===== src/rtl/counter_control_unit.sv =====
`default_nettype none
// ============================================================================
// Module   : counter_control_unit
// Purpose  : Debounced push-button and UART command front-end driving the
//            enable/clear/mode controls of the up/down counter datapath.
// Revision : 1.0 - initial release
// ============================================================================
module counter_control_unit #(
    parameter int DEBOUNCE_CYCLES = 1_000_000
) (
    input  logic       clk,
    input  logic       rst,
    input  logic       btn_run_stop,
    input  logic       btn_clear,
    input  logic       btn_mode,
    input  logic [7:0] rx_data,
    input  logic       rx_valid,
    output logic       enable,
    output logic       clear,
    output logic       mode,
    output logic [1:0] o_state
);

    localparam int              C_CNT_W   = (DEBOUNCE_CYCLES > 1) ? $clog2(DEBOUNCE_CYCLES) : 1;
    localparam logic [C_CNT_W-1:0] C_CNT_MAX = C_CNT_W'(DEBOUNCE_CYCLES - 1);

    typedef enum logic [1:0] {
        ST_STOP  = 2'b00,
        ST_RUN   = 2'b01,
        ST_CLEAR = 2'b10
    } state_t;

    logic [2:0] w_btn_raw;
    logic [2:0] w_btn_edge;

    assign w_btn_raw = {btn_mode, btn_clear, btn_run_stop};

    // Bit 0 = run_stop, bit 1 = clear, bit 2 = mode
    for (genvar gi = 0; gi < 3; gi++) begin : g_btn
        logic               r_sync1;
        logic               r_sync2;
        logic               r_db;
        logic               r_db_prev;
        logic [C_CNT_W-1:0] r_cnt;

        always_ff @(posedge clk or posedge rst) begin
            if (rst) begin
                r_sync1   <= 1'b0;
                r_sync2   <= 1'b0;
                r_db      <= 1'b0;
                r_db_prev <= 1'b0;
                r_cnt     <= '0;
            end else begin
                r_sync1   <= w_btn_raw[gi];
                r_sync2   <= r_sync1;
                r_db_prev <= r_db;
                if (r_sync2 != r_db) begin
                    if (r_cnt == C_CNT_MAX) begin
                        r_db  <= r_sync2;
                        r_cnt <= '0;
                    end else begin
                        r_cnt <= r_cnt + C_CNT_W'(1);
                    end
                end else begin
                    r_cnt <= '0;
                end
            end
        end

        assign w_btn_edge[gi] = r_db & ~r_db_prev;
    end

    logic w_uart_run;
    logic w_uart_clr;
    logic w_uart_mode;

    always_comb begin
        w_uart_run  = 1'b0;
        w_uart_clr  = 1'b0;
        w_uart_mode = 1'b0;
        if (rx_valid) begin
            case (rx_data)
                8'h52, 8'h72: w_uart_run  = 1'b1;
                8'h43, 8'h63: w_uart_clr  = 1'b1;
                8'h4D, 8'h6D: w_uart_mode = 1'b1;
                default: ;
            endcase
        end
    end

    logic r_evt_run;
    logic r_evt_clr;
    logic r_evt_mode;

    always_ff @(posedge clk or posedge rst) begin
        if (rst) begin
            r_evt_run  <= 1'b0;
            r_evt_clr  <= 1'b0;
            r_evt_mode <= 1'b0;
        end else begin
            r_evt_run  <= w_btn_edge[0] | w_uart_run;
            r_evt_clr  <= w_btn_edge[1] | w_uart_clr;
            r_evt_mode <= w_btn_edge[2] | w_uart_mode;
        end
    end

    state_t w_next;
    state_t r_state;
    logic   r_enable;
    logic   r_clear;
    logic   r_mode;

    // Clear outranks run_stop in STOP; in RUN only run_stop matters.
    always_comb begin
        w_next = ST_STOP;
        case (r_state)
            ST_STOP: begin
                if (r_evt_clr)      w_next = ST_CLEAR;
                else if (r_evt_run) w_next = ST_RUN;
                else                w_next = ST_STOP;
            end
            ST_RUN:   w_next = r_evt_run ? ST_STOP : ST_RUN;
            ST_CLEAR: w_next = ST_STOP;
            default:  w_next = ST_STOP;
        endcase
    end

    always_ff @(posedge clk or posedge rst) begin
        if (rst) begin
            r_state  <= ST_STOP;
            r_enable <= 1'b0;
            r_clear  <= 1'b0;
            r_mode   <= 1'b0;
        end else begin
            r_state  <= w_next;
            r_enable <= (w_next == ST_RUN);
            r_clear  <= (w_next == ST_CLEAR);
            if (r_evt_mode) begin
                r_mode <= ~r_mode;
            end
        end
    end

    assign enable  = r_enable;
    assign clear   = r_clear;
    assign mode    = r_mode;
    assign o_state = r_state;

endmodule
`default_nettype wire


===== config.mk =====
export PLATFORM = sky130hd
export DESIGN_NAME = counter_control_unit
export DESIGN_NICKNAME = d
export VERILOG_FILES = /design/src/rtl/counter_control_unit.sv
export SDC_FILE = /design/constraint.sdc
export NUM_CORES = 1
export LEC_CHECK = 0
export CAP_MARGIN = 20
export CORE_MARGIN = 5
export CORE_UTILIZATION = 45
export DETAILED_ROUTE_END_ITERATION = 8
export PLACE_DENSITY = 0.59
export SETUP_SLACK_MARGIN = 0.2
export SLEW_MARGIN = 10
export SYNTH_ARGS = -nofsm -noshare
export SYNTH_HDL_FRONTEND = slang
export SYNTH_SLANG_ARGS = --single-unit

===== constraint.sdc =====
create_clock -name clk -period 3.5 [get_ports clk]
set_clock_uncertainty 0.15 [all_clocks]
set_input_delay 1.05 -clock clk [delete_from_list [all_inputs] [get_ports clk]]
set_output_delay 1.05 -clock clk [all_outputs]
set_load 0.1 [all_outputs]

==> results.md, run 1 <==
* Outcome: finished, final reports clean
* Die width at 101 um
* Reg2reg end: g_btn[1].r_cnt[8]$_DFF_PP0_
* Synth Area in XOR/XNOR at 0.0945
* # port buffers at 17
* Worst path max stage delay at 0.67 ns
* Synthesis Warnings at 0
* RSZ-0062 raised after global routing: no
* Site Rows at 33
* Max-slew violation count at 0
* Worst VDD drop at 0.197 mV
* Mapped Cells at approximately 370
* Final Cycle Share at 0.774
* Initial antenna violation count at 0
* Crit path max fanout at 18
* Cell Area, Placed at between 3000 and 4000 um2
* Number of max-cap violations at 0
* Setup crit start: g_btn[1].r_cnt[12]$_DFF_PP0_
* First-pass GRT wire length at 12000 um
* Mapped Nets at approximately 380
* Final instance area at 4180 um2
* Syn Area/Cell at 10.1 um2
* Wirelength per Cell at 13.7 um
* Pwr Total at 1.72 mW
* HP Class: flop to flop
* Min Hold Slack at ~0.21 ns
* Final Hold Fails at 0
* Critical path class: flop to flop
* Crit path cell chain: or4b_2 -> or4_1 -> o21ai_2 -> nor2_1
* Crit path time final at 2.71 ns
* CP Capture Type: flop
* Residual DRC count at 0
* Post-Synth Adder-Cell Area at 0.0101
* Clock buffer depth at 2
* Count of flip-flops with a built-in enable after synthesis at 0
* Initial Util at 0.456
* Place WS at 0.783 ns
* Data required, critical path at 3.57 ns
* Gr ovfl total at 0
* Largest family of logic cells by synthesized area: simple AND/OR/NAND/NOR gates
* Final WL at a little under 7000 um
* Count of cell types in the netlist at 40
* Final core utilization at 0.514
* Final HPWL DP at 4570 um
* WP buf/inv at 0
* Setup TNS at 0 ns
* CORE AREA at 8130 um2
* Worst skew pair latency at 0.36 ns
* Path depth of the worst reg2reg path at 4
* WP depth at 4
* NumNets Final at 406
* Routed Antenna Nets at 0
* Slew headroom at 0.514
* Synth-to-Final Area Change at 12.7%
* Clk root buf: clkbuf_8
* CP top delay family: simple AND/OR/NAND/NOR gates
* Sequential Area at 2000 um2
* Power density cells at 411 nW/um2
* Ports at 19
* Asr flop ratio synth at 1.00
* Critical path arrival at 2.77 ns
* Largest net degree at the start of global routing at 49
* Die Height at 101 um
* Critical path's slowest cell: or4b_2
* Vias in the first global route at between 2k and 3k
* CTS sink count at 80
* Seq/Total Area, Yosys at 0.540
* Filler instances at roughly 740
* Area of the multi-input gates at 1600 um2
* Critical R2R Launch: g_btn[1].r_cnt[12]$_DFF_PP0_
* CTS clk-pin slew, worst paths at 0.10 ns
* H-tree depth at 3
* RePlAce Congestion at 0.749
* Via count at around 2.7k
* Worst Hold Launch: g_btn[1].r_sync1$_DFF_PP0_
* Post-CTS setup buffers at 0
* Initial DRT Pass Iterations at 7
* Vias per std cell at 5.34
* Simple-gate share of the synthesized area at 0.242
* Worst slew pin tran at 0.728 ns
* Final WS setup at 0.792 ns
* Mapped Area at 3710 um2
* Setup-failing EPs final at 0
* Critical Path Start Type: flop
* Global Route Usage Sum at 0.149
* Hold_buf cts at 0
* Dpl cells at between 400 and 500
* Final cell count without fillers at 499
* P_leak at around 1.7 nW
* DRT iter0 DRCs at 54
* Worst R2R Setup Slack at between 0.7 and 0.8 ns
* #FFs+latches synth at 80
* Post-synthesis mux area share at 0.0182
* CTS resizes at 0
* Die area at approximately 10000 um2
* Compound-gate portion of the synthesized area at 0.0675
* CTS tree: built
* CTS Buf Count at 9
* Antenna cells at 0
* Crit path capture: g_btn[1].r_cnt[8]$_DFF_PP0_
* Fmax achieved at 369 MHz
* Ratio of cells with drive above 1 in the final layout at 0.104
* Predominant post-synthesis flop cell: dfrtp_1
## per-layer routing
| metal | vias up | part of all wire | GRT usage |
|---|---|---|---|
| li1 | 1332 | - | - |
| met1 | 1282 | 0.50 | 0.205 |
| met2 | 39 | 0.44 | 0.225 |
| met3 | 13 | 0.037 | 0.0284 |
| met4 | 0 | 0.022 | 0.0746 |
| met5 | - | 0 | 0 |
## Yosys cell counts (2+ instances only)
cell type / count / area share
nor3_1: 10 / 0.013
o21ai_0: 13 / 0.018
o22ai_1: 2 / 0.0034
a31o_2: 2 / 0.0047
o31ai_1: 4 / 0.0081
or4_1: 9 / 0.018
a21oi_1: 16 / 0.022
nand2_1: 20 / 0.020
ha_1: 3 / 0.010
nor3b_1: 2 / 0.0040
xnor2_1: 26 / 0.061
mux2_2: 2 / 0.0061
clkbuf_1: 6 / 0.0061
nor4_1: 9 / 0.015
dfrtp_1: 80 / 0.54
or4b_2: 2 / 0.0054
and2_1: 2 / 0.0034
or3_1: 8 / 0.013
and3_1: 5 / 0.0084
xor2_1: 14 / 0.033
nand4_1: 14 / 0.024
nor2_1: 55 / 0.056
inv_1: 17 / 0.017
nand3_1: 24 / 0.032
or4_4: 2 / 0.0061
or3b_2: 2 / 0.0047
and4_1: 2 / 0.0047
mux2i_1: 3 / 0.0081
## final cells by class
cell class	count	share of cell area
clock buffers	9	0.0296
multi-input cells	261	0.384
repair buffers	20	0.0461
clock inverters	7	0.0147
flip-flops and latches	80	0.479
inverters	17	0.0156
well taps	105	0.0314
## cells in the final DEF, fill, tap and decap left out, types with 4 or more instances in the layout
cell type | synthesis | routed
dfrtp_1 | 80 | 80
nor2_1 | 55 | 55
xnor2_1 | 26 | 26
nand3_1 | 24 | 24
nand2_1 | 20 | 20
inv_1 | 17 | 16
a21oi_1 | 16 | 16
nand4_1 | 14 | 14
xor2_1 | 14 | 14
o21ai_0 | 13 | 12
clkdlybuf4s50_1 | 0 | 12
nor3_1 | 10 | 10
nor4_1 | 9 | 9
or4_1 | 9 | 9
clkbuf_8 | 0 | 9
or3_1 | 8 | 8
buf_4 | 0 | 7
and3_1 | 5 | 5
o31ai_1 | 4 | 4
## sequential cells by signal (all words and copies together) (netlist names)
register and flops:
g_btn.r_db_prev 3, g_btn.r_db 3, enable 1, clear 1
o_state 2, mode 1, g_btn.r_sync2 3, r_evt_run 1
r_evt_mode 1, r_evt_clr 1, g_btn.r_sync1 3, g_btn.r_cnt 60
## worst min path at each step
| stage | to | slack, ns | cells after the start |
|---|---|---|---|
| 2_1_floorplan | g_btn[0].r_sync2$_DFF_PP0_ | 0.18 | 0 |
| 3_3_place_gp | g_btn[2].r_sync2$_DFF_PP0_ | 0.18 | 0 |
| 3_5_place_dp | g_btn[1].r_sync2$_DFF_PP0_ | 0.19 | 0 |
| 4_1_cts | g_btn[1].r_sync2$_DFF_PP0_ | 0.21 | 0 |
| 5_1_grt | g_btn[2].r_sync2$_DFF_PP0_ | 0.23 | 0 |
| 6_report | g_btn[1].r_sync2$_DFF_PP0_ | 0.21 | 0 |
## kinds of logic after synthesis
group,after synthesis
AO/OA/AOI/OAI,40
XOR/XNOR,40
adder cells (fa/ha/maj),3
buffers and inverters,25
flip-flops,80
multiplexers,6
AND/OR/NAND/NOR,172
## power breakdown
group          total (mW)  internal (mW)  switching (mW)
Sequential          0.954          0.940          0.0142
Combinational       0.115         0.0350          0.0803
Clock               0.648          0.271           0.377
Note: power is estimated with default switching activity, not from simulation.
==> run 2: changes to the inputs <==
==> constraint.sdc (replaced) <==
create_clock -name clk -period 2.8 [get_ports clk]
set_clock_uncertainty 0.15 [all_clocks]
set_input_delay 0.84 -clock clk [delete_from_list [all_inputs] [get_ports clk]]
set_output_delay 0.84 -clock clk [all_outputs]
set_load 0.1 [all_outputs]
==> run 2 against run 1 <==
Combinational power increased by 30%. First-iteration DRC count increased by 74%. Power increased by 23%. Maximum frequency increased by 5.7%. Worst hold slack got worse by 0.0083 ns. Global-route usage increased by 0.095 points. Worst setup slack got worse by 0.55 ns. Routed wire length decreased by 1.0%. Utilization increased by 0.72 points. Via count increased by 0.26%. Critical endpoint is now g_btn[0].r_db$_DFFE_PP0P_. Largest power group unchanged.
==> results.md, run 2 (same netlist as run 1, synthesis figures left out) <==
* Crit path time final at 2.56 ns (was 2.71 ns)
* WP buf/inv at 0 (unchanged)
* Initial Util at 0.456 (unchanged)
* Most common cell after layout, fill and taps aside: dfrtp_1 (unchanged)
* Critical R2R Launch: g_btn[0].r_cnt[7]$_DFF_PP0_ (was g_btn[1].r_cnt[12]$_DFF_PP0_)
* Vias in the first global route at 2693 (was 2612)
* Filler instances at 725 (was 742)
* Max-slew violation count at 0 (unchanged)
* DRT iter0 DRCs at 94 (was 54)
* P_leak at 1.72 nW (was 1.68 nW)
* Final core utilization at 0.521 (was 0.514)
* Crit path capture: g_btn[0].r_db$_DFFE_PP0P_ (was g_btn[1].r_cnt[8]$_DFF_PP0_)
* CTS sink count at 80 (unchanged)
* Antenna cells at 0 (unchanged)
* RePlAce Congestion at 0.760 (was 0.749)
* CP top delay family: simple AND/OR/NAND/NOR gates (unchanged)
* Vias per std cell at 5.27 (was 5.34)
* Min Hold Slack at 0.201 ns (was 0.209 ns)
* Final Cycle Share at 0.915 (was 0.774)
* Global Route Usage Sum at 0.150 (was 0.149)
* HP Class: flop to flop (unchanged)
* Setup crit start: g_btn[0].r_cnt[7]$_DFF_PP0_ (was g_btn[1].r_cnt[12]$_DFF_PP0_)
* RSZ-0062 raised after global routing: yes (was no)
* Critical path arrival at 2.64 ns (was 2.77 ns)
* Clock buffer depth at 2 (unchanged)
* Largest net degree at the start of global routing at 49 (unchanged)
* First-pass GRT wire length at 12200 um (was 12000 um)
* Reg2reg end: g_btn[0].r_db$_DFFE_PP0P_ (was g_btn[1].r_cnt[8]$_DFF_PP0_)
* Most used cells in the layout excluding fill and tap cells: 79 x dfrtp_1, 54 x nor2_1, 26 x xnor2_1, 24 x nand3_1, 20 x nand2_1 (was 80 x dfrtp_1, 55 x nor2_1, 26 x xnor2_1, 24 x nand3_1, 20 x nand2_1)
* Path depth of the worst reg2reg path at 4 (unchanged)
* Worst R2R Setup Slack at 0.24 ns (was 0.79 ns)
* Number of max-cap violations at 0 (unchanged)
* Data required, critical path at 2.88 ns (was 3.57 ns)
* Residual DRC count at 0 (unchanged)
* Setup TNS at 0 ns (unchanged)
* Crit path max fanout at 4 (was 18)
* Final HPWL DP at 4670 um (was 4570 um)
* Cell mode on critical path: or4_4
* Worst VDD drop at 0.211 mV (was 0.197 mV)
* # port buffers at 17 (unchanged)
* Synth-to-Final Area Change at 14.3% (was 12.7%)
* Outcome: finished, final reports clean (unchanged)
* Hold_buf cts at 0 (unchanged)
* Final WS setup at 0.239 ns (was 0.792 ns)
* Sequential Area at 2000 um2 (about the same)
* Initial DRT Pass Iterations at 4 (was 7)
* Worst skew pair latency at 0.35 ns (was 0.36 ns)
* Clk root buf: clkbuf_8 (unchanged)
* Worst slew pin tran at 0.637 ns (was 0.728 ns)
* Ratio of cells with drive above 1 in the final layout at 0.127 (was 0.104)
* Die area at 10200 um2 (unchanged)
* Final Hold Fails at 0 (unchanged)
* Slew headroom at 0.571 (was 0.514)
* Routed Antenna Nets at 0 (unchanged)
* Place WS at 0.230 ns (was 0.783 ns)
* Critical Path Start Type: flop (unchanged)
* NumNets Final at 414 (was 406)
* Via count at 2673 (was 2666)
* WP depth at 4 (unchanged)
* H-tree depth at 3 (unchanged)
* Worst path max stage delay at 0.54 ns (was 0.67 ns)
* Setup-failing EPs final at 0 (unchanged)
* Gr ovfl total at 0 (unchanged)
* Pwr Total at 2.11 mW (was 1.72 mW)
* Area of the multi-input gates at 1610 um2 (was 1600 um2)
* Hold Path Cell Cnt at 0 (unchanged)
* CTS Buf Count at 9 (unchanged)
* CORE AREA at 8130 um2 (unchanged)
* Max reg flops at 60 (unchanged)
* CTS clk-pin slew, worst paths at 0.08 ns (was 0.10 ns)
* Largest reg by FF count: g_btn.r_cnt (unchanged)
* Crit path cell chain: or4b_1 -> or4_4 -> or4_4 -> mux2_4 (was or4b_2 -> or4_1 -> o21ai_2 -> nor2_1)
* Site Rows at 33 (unchanged)
* Ports at 19 (unchanged)
* Critical path class: flop to flop (unchanged)
* Die width at 101 um (unchanged)
* Die Height at 101 um (unchanged)
* Fmax achieved at 390 MHz (was 369 MHz)
* CTS tree: built (unchanged)
* Critical path's slowest cell: or4_4 (was or4b_2)
* CP Capture Type: flop (unchanged)
* Initial antenna violation count at 0 (unchanged)
* Wirelength per Cell at 13.3 um (was 13.7 um)
* Final WL at 6750 um (was 6820 um)
* Power density cells at 497 nW/um2 (was 411 nW/um2)
run 2: repair_timing:
action / 4_1_cts / 5_1_grt
setup endpoints to repair: 0 / 2
gates resized for setup: 0 / 2
buffers inserted: 0 / 2
run 2: how the worst min path moves through the flow:
| stage | startpoint | end | slack, ns |
|---|---|---|---|
| 2_1_floorplan | g_btn[0].r_sync1$_DFF_PP0_ | g_btn[0].r_sync2$_DFF_PP0_ | 0.18 |
| 6_report | g_btn[2].r_sync1$_DFF_PP0_ | g_btn[2].r_sync2$_DFF_PP0_ | 0.20 |
| 5_1_grt | g_btn[2].r_sync1$_DFF_PP0_ | g_btn[2].r_sync2$_DFF_PP0_ | 0.21 |
| 3_5_place_dp | g_btn[2].r_sync1$_DFF_PP0_ | g_btn[2].r_sync2$_DFF_PP0_ | 0.18 |
| 4_1_cts | g_btn[2].r_sync1$_DFF_PP0_ | g_btn[2].r_sync2$_DFF_PP0_ | 0.20 |
| 3_3_place_gp | g_btn[2].r_sync1$_DFF_PP0_ | g_btn[2].r_sync2$_DFF_PP0_ | 0.18 |
run 2: power by group:
| group | leakage [nW] | internal (mW) | total, mW | switching, mW |
|---|---|---|---|---|
| Combinational | 0.538 | 0.0475 | 0.149 | 0.102 |
| Clock | 0.0939 | 0.330 | 0.766 | 0.437 |
| Sequential | 1.09 | 1.18 | 1.19 | 0.0175 |
run 2: layout make-up:
| class | instances | area share |
|---|---|---|
| Clock buffer | 9 | 0.0292 |
| Clock inverter | 7 | 0.0127 |
| Inverter | 17 | 0.0159 |
| Multi-Input combinational cell | 261 | 0.379 |
| Sequential cell | 80 | 0.473 |
| Tap cell | 105 | 0.0310 |
| Timing Repair Buffer | 28 | 0.0596 |
run 2: metrics by stage:
stage          instances  cell area (um2)
2_1_floorplan        366             3710
3_3_place_gp         489             4040
3_5_place_dp         489             4040
4_1_cts              505             4220
5_1_grt              507             4240
6_report             507             4240
run 2: per-layer routing:
layer  vias to the layer above  GRT usage  wire length, um
met3                         9     0.0291              274
met5                         -          0                0
li1                       1346          -                -
met2                        43      0.240             3060
met1                      1275      0.197             3290
met4                         0     0.0694              116
==> run 3: changes to the inputs <==
==> constraint.sdc (replaced) <==
create_clock -name clk -period 2.8 [get_ports clk]
set_clock_uncertainty 0.15 [all_clocks]
set_input_delay 0.42 -clock clk [delete_from_list [all_inputs] [get_ports clk]]
set_output_delay 0.42 -clock clk [all_outputs]
set_load 0.1 [all_outputs]
==> run 3 against run 2 <==
Largest power group unchanged. Non-clock buffer count rose by 1. Power rose by 0.14%. Register-to-register slack barely moved. Highest routed layer unchanged. Critical endpoint unchanged.
==> results.md, run 3 (same netlist as run 1, synthesis figures left out) <==
* Outcome: finished, final reports clean (unchanged)
* Final WL at 6480 um (was 6750 um)
* Initial antenna violation count at 0 (unchanged)
* HP Class: flop to flop (unchanged)
* Critical Path Start Type: flop (unchanged)
* Initial DRT Pass Iterations at 4 (unchanged)
* RePlAce Congestion at 0.732 (was 0.760)
* Slew headroom at 0.568 (was 0.571)
* Vias per std cell at 5.28 (was 5.27)
* Routed Antenna Nets at 0 (unchanged)
* # port buffers at 17 (unchanged)
* Largest reg by FF count: g_btn.r_cnt (unchanged)
* Worst Hold Launch: g_btn[0].r_sync1$_DFF_PP0_ (was g_btn[2].r_sync1$_DFF_PP0_)
* Gr ovfl total at 0 (unchanged)
* CTS sink count at 80 (unchanged)
* Final Cycle Share at 0.911 (was 0.915)
* Global Route Usage Sum at 0.141 (was 0.150)
* Final core utilization at 0.522 (was 0.521)
* CP Capture Type: flop (unchanged)
* CTS clk-pin slew, worst paths at 0.08 ns (about the same)
* Crit path max fanout at 5 (was 4)
* First-pass GRT wire length at 11600 um (was 12200 um)
* Ports at 19 (unchanged)
* Die area at 10200 um2 (unchanged)
* Comb pwr share at 0.070 (was 0.071)
* CTS tree: built (unchanged)
* Largest net degree at the start of global routing at 39 (was 49)
* Critical path arrival at 2.63 ns (was 2.64 ns)
* P_leak at 1.72 nW (about the same)
* Sw Share at 0.264 (about the same)
* NumNets Final at 415 (was 414)
* Setup TNS at 0 ns (unchanged)
* Critical R2R Launch: g_btn[0].r_cnt[7]$_DFF_PP0_ (unchanged)
* Setup crit start: g_btn[0].r_cnt[7]$_DFF_PP0_ (unchanged)
* Worst skew pair latency at 0.34 ns (was 0.35 ns)
* Number of max-cap violations at 0 (unchanged)
* CTS Buf Count at 9 (unchanged)
* Residual DRC count at 0 (unchanged)
* Critical path class: flop to flop (unchanged)
* Power density cells at 497 nW/um2 (about the same)
* Die Height at 101 um (unchanged)
* Site Rows at 33 (unchanged)
* Final HPWL DP at 4450 um (was 4670 um)
* Synth-to-Final Area Change at 14.4% (was 14.3%)
* Hold_buf cts at 0 (unchanged)
* RSZ-0062 raised after global routing: no (was yes)
* Via count at 2682 (was 2673)
* Place WS at 0.234 ns (was 0.230 ns)
* Data required, critical path at 2.88 ns (about the same)
* Switching pwr at 0.558 mW (was 0.556 mW)
* Worst slew pin tran at 0.642 ns (was 0.637 ns)
* Wirelength per Cell at 12.8 um (was 13.3 um)
* Crit path time final at 2.55 ns (was 2.56 ns)
* Final WS setup at 0.249 ns (was 0.239 ns)
* Clk root buf: clkbuf_8 (unchanged)
* Die width at 101 um (unchanged)
* Max reg flops at 60 (unchanged)
* Most common cell after layout, fill and taps aside: dfrtp_1 (unchanged)
* Fmax achieved at 392 MHz (was 390 MHz)
* Final Hold Fails at 0 (unchanged)
* Worst VDD drop at 0.227 mV (was 0.211 mV)
* Clock buffer depth at 2 (unchanged)
* DRT iter0 DRCs at 68 (was 94)
* Antenna cells at 0 (unchanged)
* Most used cells in the layout excluding fill and tap cells: 79 x dfrtp_1, 55 x nor2_1, 26 x xnor2_1, 24 x nand3_1, 20 x nand2_1 (was 79 x dfrtp_1, 54 x nor2_1, 26 x xnor2_1, 24 x nand3_1, 20 x nand2_1)
* Setup-failing EPs final at 0 (unchanged)
* Sequential share of power at 0.565 (was 0.566)
* H-tree depth at 3 (unchanged)
* Vias in the first global route at 2539 (was 2693)
* CORE AREA at 8130 um2 (unchanged)
* Internal power at 1.55 mW (about the same)
* Initial Util at 0.456 (unchanged)
* Clock network fraction of design power at 0.365 (was 0.363)
* Max-slew violation count at 0 (unchanged)
* Ratio of cells with drive above 1 in the final layout at 0.127 (about the same)
run 3: cell types whose count changed in the layout (fill, tap and decap cells not counted):
cell / previous run / this run
clkinv_4: 3 / 0
clkinvlp_4: 1 / 3
buf_4: 15 / 16
inv_8: 0 / 1
nor2_1: 54 / 55
nor2_2: 1 / 0
run 3: worst max-delay path, cell delays in order, from the launching register on:
cell and delay (ns):
dfrtp_2 0.44, or4b_1 0.52, or4_4 0.50, or4_4 0.53, mux2_4 0.30
run 3: path summary, 6_finish.rpt:
path	slack [ns]	depth (start not counted)	endpoint
worst max-delay path	0.25	4	g_btn[0].r_db$_DFFE_PP0P_
worst min-delay path	0.20	0	g_btn[0].r_sync2$_DFF_PP0_
worst max register to register	0.25	4	g_btn[0].r_db$_DFFE_PP0P_
worst min register to register	0.20	0	g_btn[0].r_sync2$_DFF_PP0_
max in group asynchronous	1.55	3	g_btn[0].r_cnt[7]$_DFF_PP0_
min in group asynchronous	0.27	2	g_btn[1].r_cnt[16]$_DFF_PP0_
run 3: metal layers:
layer | GRT usage | part of all wire | vias up
met2 | 0.213 | 0.45 | 30
met3 | 0.0311 | 0.033 | 4
met4 | 0.0591 | 0.0097 | 0
met1 | 0.196 | 0.51 | 1292
li1 | - | - | 1356
met5 | 0 | 0 | -
run 3: what timing repair did:
item / CTS / global route
gates resized for setup: 0 / 1
setup buffers: 0 / 4
setup endpoints to repair: 0 / 1
run 3: area by class of cell:
class	instances	area (um2)
multi-input combinational	261	1600
fill	726	3890
inverter	17	67.6
sequential	80	2000
tap	105	131
clock buffer	9	124
clock inverter	7	53.8
timing repair buffer	29	260
run 3: per-stage QoR:
step	instances	hold slack [ns]	total power, mW	cell area, um2
6_report	508	0.203	2.11	4240
5_1_grt	508	0.213	2.21	4240
4_1_cts	504	0.204	2.15	4210
3_5_place_dp	488	0.185	1.37	4040
3_3_place_gp	488	0.182	1.37	4040
2_1_floorplan	366	0.181	1.31	3710
run 3: power groups by stage:
stage	clock [mW]	sequential, mW	combinational, mW
finish	0.770	1.19	0.148
global route	0.849	1.20	0.163
CTS	0.806	1.19	0.152
detailed placement	0	1.22	0.151
global placement	0	1.22	0.150
floorplan	0	1.26	0.0557
